File: src/rtl/uart_rx_if.sv
// rtl/uart_rx_if.sv - ready/valid byte channel carrying received UART data
interface uart_rx_if;
    logic [7:0] data;
    logic       valid;
    logic       ready;

    modport master (output data, output valid, input ready);
    modport slave  (input data, input valid, output ready);
endinterface

File: src/rtl/uart_rx.sv
// rtl/uart_rx.sv - 8N1 UART receiver with one-entry holding register
module uart_rx #(
    parameter int FREQUENCY = 50000000,
    parameter int BAUD_RATE = 115200
) (
    input  logic       clk,
    input  logic       reset,
    input  logic       io_rxd,
    uart_rx_if.master  io_channel,
    output logic       io_frame_err,
    output logic       io_overrun
);
    localparam int BIT_CNT  = (FREQUENCY + BAUD_RATE / 2) / BAUD_RATE - 1;
    localparam int HALF_CNT = BIT_CNT / 2;
    localparam int CNT_W    = (BIT_CNT < 1) ? 1 : $clog2(BIT_CNT + 1);

    typedef enum logic [2:0] {IDLE, START, DATA, STOP, WAIT_HIGH} state_t;

    state_t           state;
    logic [1:0]       sync_reg;
    logic [CNT_W-1:0] cnt_reg;
    logic [3:0]       bits_reg;
    logic [7:0]       shift_reg;
    logic [7:0]       data_reg;
    logic             valid_reg;
    logic             rx;

    assign rx               = sync_reg[1];
    assign io_channel.data  = data_reg;
    assign io_channel.valid = valid_reg;

    always_ff @(posedge clk) begin
        if (reset) begin
            state        <= IDLE;
            sync_reg     <= 2'b11;
            cnt_reg      <= '0;
            bits_reg     <= '0;
            shift_reg    <= '0;
            data_reg     <= '0;
            valid_reg    <= 1'b0;
            io_frame_err <= 1'b0;
            io_overrun   <= 1'b0;
        end else begin
            sync_reg     <= {sync_reg[0], io_rxd};
            io_frame_err <= 1'b0;
            io_overrun   <= 1'b0;

            // A consume clears valid unless a delivery below reloads it this cycle.
            if (valid_reg && io_channel.ready)
                valid_reg <= 1'b0;

            case (state)
                IDLE: begin
                    if (!rx) begin
                        cnt_reg <= CNT_W'(HALF_CNT);
                        state   <= START;
                    end
                end
                START: begin
                    if (cnt_reg != '0) begin
                        cnt_reg <= cnt_reg - 1'b1;
                    end else if (!rx) begin
                        cnt_reg  <= CNT_W'(BIT_CNT);
                        bits_reg <= 4'd8;
                        state    <= DATA;
                    end else begin
                        state <= IDLE;
                    end
                end
                DATA: begin
                    if (cnt_reg != '0) begin
                        cnt_reg <= cnt_reg - 1'b1;
                    end else begin
                        shift_reg <= {rx, shift_reg[7:1]};
                        bits_reg  <= bits_reg - 1'b1;
                        cnt_reg   <= CNT_W'(BIT_CNT);
                        if (bits_reg == 4'd1)
                            state <= STOP;
                    end
                end
                STOP: begin
                    if (cnt_reg != '0) begin
                        cnt_reg <= cnt_reg - 1'b1;
                    end else if (rx) begin
                        if (!valid_reg || io_channel.ready) begin
                            data_reg  <= shift_reg;
                            valid_reg <= 1'b1;
                        end else begin
                            io_overrun <= 1'b1;
                        end
                        state <= IDLE;
                    end else begin
                        io_frame_err <= 1'b1;
                        state        <= WAIT_HIGH;
                    end
                end
                WAIT_HIGH: begin
                    // A held-low break reports once, then waits for the line to recover.
                    if (rx)
                        state <= IDLE;
                end
                default: state <= IDLE;
            endcase
        end
    end
endmodule

File: src/flat_wrapper.sv
// flat-port wrapper written by rule: the top's interface ports become plain ports
module uart_rx_flat 
#(
    parameter int FREQUENCY = 50000000,
    parameter int BAUD_RATE = 115200
)
  (clk, reset, io_rxd, io_frame_err, io_overrun, io_channel_data, io_channel_valid, io_channel_ready);
  uart_rx_if io_channel_i ();
  input  logic clk;
  input  logic reset;
  input  logic io_rxd;
  output logic io_frame_err;
  output logic io_overrun;
  output wire logic [$bits(io_channel_i.data)-1:0] io_channel_data;
  output wire logic [$bits(io_channel_i.valid)-1:0] io_channel_valid;
  input wire logic [$bits(io_channel_i.ready)-1:0] io_channel_ready;
  assign io_channel_data = io_channel_i.data;
  assign io_channel_valid = io_channel_i.valid;
  assign io_channel_i.ready = io_channel_ready;
  uart_rx #(.FREQUENCY(FREQUENCY), .BAUD_RATE(BAUD_RATE)) u_core (.clk(clk), .reset(reset), .io_rxd(io_rxd), .io_channel(io_channel_i), .io_frame_err(io_frame_err), .io_overrun(io_overrun));
endmodule
File: config.mk
export PLATFORM = sky130hd
export DESIGN_NAME = uart_rx_flat
export DESIGN_NICKNAME = d
export VERILOG_FILES = /design/src/rtl/uart_rx_if.sv /design/src/rtl/uart_rx.sv /design/src/flat_wrapper.sv
export SDC_FILE = /design/constraint.sdc
export NUM_CORES = 1
export LEC_CHECK = 0
export CAP_MARGIN = 15
export CORE_MARGIN = 5
export CORE_UTILIZATION = 30
export DETAILED_ROUTE_END_ITERATION = 10
export PLACE_DENSITY = 0.55
export SETUP_SLACK_MARGIN = 0.3
export SLEW_MARGIN = 20
export SYNTH_ARGS = -nofsm -noshare
export SYNTH_HDL_FRONTEND = slang
export SYNTH_SLANG_ARGS = --single-unit
File: constraint.sdc
create_clock -name clk -period 2.1 [get_ports clk]
set_input_delay 0.21 -clock clk [delete_from_list [all_inputs] [get_ports clk]]
set_output_delay 0.21 -clock clk [all_outputs]
set_load 0.02 [all_outputs]
==> reports/results.ini <==
[status]
result_of_the_run=complete, no violations

[timing]
setup_repair_after_global_routing_missed_its_margin=yes
max_freq_mhz=565
setup_violations=0
report.final.slew_viol_count=0
timing.final.hold_violations=0
timing.clock.skew_ps=7.75
period_share_pct=84.3
tns_ps=0
slew_headroom_pct=59.3
timing_worst_slew_pin_value_ps=609
final_period_minus_worst_setup_slack_ps=1770

[worst_setup_path]
timing.critical_path.slowest_cell_delay_ps=370
critical-path-top-delay-family=simple AND/OR/NAND/NOR gates
worst_ep_required_time_ps=2280
cell_depth_of_the_worst_flop_to_flop_path=8
worst_setup_path_start_kind=register
critical_path_peak_fanout=6
timing.setup.critical_path_class=register to register
worstPathArrival_ps=1950
critical_path_cell_count=8
worstPathCellList=inv_4 > ha_4 > nor4b_4 > nand2_2 > nor3_4 > buf_6 > mux2i_1 > nor2_1
crit_path_end_kind=register
cp_slowest_cell=sky130_fd_sc_hd__dfxtp_4
cp.buffers_inverters=2

[cells_and_area]
drive_gt1_share_pct=20.4
register_area_um2=747
mostFrequentLayoutCells=sky130_fd_sc_hd__dfxtp_1 (34), sky130_fd_sc_hd__nor2_1 (30), sky130_fd_sc_hd__mux2i_1 (18), sky130_fd_sc_hd__clkdlybuf4s50_1 (14), sky130_fd_sc_hd__a21oi_1 (13)
area_growth_pct=27.9
final_common_cell=sky130_fd_sc_hd__dfxtp_1
finalNetCount=217
largest_register_ff_count=9
layoutNonFillerInstCount=283
multi_input_comb_area_um2=950
fillers=553
num_antenna_cells=0

[clocking]
cts.reportedPaths.clkPinSlew_ps=70
cell_chosen_for_the_clock_root=sky130_fd_sc_hd__clkbuf_8
cts.hold.buffers_added=0
clock_insertion_delay_worst_skew_ps=290
buffer_depth_of_the_longest_clock_path=2
cts_inserted_buffers=5
cts_tree=built
htree_num_levels=2
clkSinkCount=37

[place]
placed_cells=271
place.gp.congestion=0.830
dp.final_hpwl_um=2480
numPortBuffers=14

[detailed_routing]
drtAntennaViolNets=0
dr.first_iter.drc_count=115
avgViaCountPerCell=4.90
wire_per_inst_um=13.3
drt_pass1_iterations=5
drt_wl_total_um=3770
detailroute.via_count=1386
drcViolationCount=0

[yosys]
syn_area_per_cell_um2=9.05
synthesis.yosys.warnings=0
yosysSeqAreaShare_pct=43.8
synth_nets=194
postSynthCellCount=187
syn-cell-area_mm2=0.00169
yosysUniqueCellTypes=42
ys_seq_elements=37

[floorplanning]
die_wd_um=85.1
die_height_um=85.1
placeableCoreArea_mm2=0.00551
ios=15
initial_standard_cell_utilization_of_the_core_pct=30.7
rows=27
fp.dieArea_mm2=0.00725

[run]
max-cap-violations=0

[global_route]
grt_pass1_wl_um=6330
overall_fraction_of_global_route_tracks_in_use_pct=10.8
grt-ovfl-total=0
first_global_vias=1325
antenna_violations_before_repair=0
pin_count_of_the_biggest_net_entering_global_routing=14

[worst_hold_path]
hold_path_depth=1
hold_path_class=register to register

[pwr]
leakage_nw=0.816
power.density_mw_per_mm2=758
worst_ir_drop_vdd_mv=0.351

## power breakdown
group | internal, mW | total (mW) | switching (mW) | leakage (nW)
clock | 0.355 | 0.619 | 0.263 | 0.0543
combinational | 0.117 | 0.271 | 0.154 | 0.460
sequential | 0.718 | 0.751 | 0.0327 | 0.301
total | 1.19 | 1.64 | 0.450 | 0.816
## cell usage after synthesis (all sizes together)
master   number  area (µm²)
nor3         10        55.1
or2           2        12.5
xor2          1        8.76
or3b          1        8.76
nand2        11        41.3
and2          2        12.5
nor4          6        58.8
or4           1        7.51
o21ai         8        40.0
a2bb2oi       1        15.0
nand3         3        15.0
dfxtp        37         741
nand4         3        33.8
a31o          1        8.76
a211oi        1        7.51
a311oi        1        8.76
nand2b        2        12.5
nand4b        1        8.76
a2111oi       1        15.0
o2111ai       2        17.5
clkbuf        6        22.5
ha            3        37.5
a22oi         1        7.51
inv           6        22.5
a21oi        14        70.1
o2bb2ai       1        8.76
a32oi         1        8.76
buf           4        25.0
a311o         1        10.0
nor2         30         113
nor2b         3        18.8
nor3b         1        7.51
mux2i        18         180
a211o         1        8.76
nor4b         1        15.0
xnor2         1        8.76
## path summary, 6_finish.rpt
check                                            to          startpoint  slack (ps)
worst max-delay path            u_core.shift_reg[6]   u_core.cnt_reg[0]         330
worst min register to register   u_core.sync_reg[1]  u_core.sync_reg[0]         430
worst max register to register  u_core.shift_reg[6]   u_core.cnt_reg[0]         330
worst min-delay path             u_core.sync_reg[1]  u_core.sync_reg[0]         430
## cell families after synthesis
kind of cell               Yosys count  synth area share (%)
AOI/OAI and AO/OA                   34                  13.4
xor gates and xnor gates             2                  1.03
adders and majority gates            3                  2.22
buffers and inverters               16                  4.14
DFF                                 37                  43.8
muxes                               18                  10.6
and+or+nand+nor                     77                  24.8
## stage by stage
stage | power (mW) | setup WS, ps | utilization [%] | hold slack (ps) | area [µm²]
2_1_floorplan | 0.921 | 357 | - | 314 | 1690
3_3_place_gp | 0.978 | 136 | 35.2 | 409 | 1940
3_5_place_dp | 0.976 | 94.4 | 35.2 | 402 | 1940
4_1_cts | 1.64 | 315 | 38.4 | 430 | 2110
5_1_grt | 1.73 | 152 | 39.3 | 451 | 2160
6_report | 1.64 | 330 | 39.3 | 433 | 2160
## per-layer routing
layer | track usage [%] | up-vias | routed length, µm
li1 | - | 709 | -
met1 | 14.4 | 643 | 1790
met2 | 15.9 | 30 | 1740
met3 | 4.56 | 4 | 200
met4 | 3.45 | 0 | 42
met5 | 0 | - | 0
## layout make-up
| type | instances | share of cell area (%) |
|---|---|---|
| clock buffer | 5 | 3.18 |
| clock inverter | 3 | 2.14 |
| multi-input combinational | 134 | 43.9 |
| inverter | 6 | 1.16 |
| tap | 72 | 4.16 |
| sequential | 37 | 34.5 |
| timing repair buffer | 26 | 11.0 |
## timing repair
item,in CTS,in global routing
pin swaps,1,3
hold endpoints to repair,0,0
setup buffers,1,2
gates cloned,1,0
resized for setup,10,13
endpoints found under the setup margin,32,30
No activity file was read; power rests on OpenSTA's default activity.
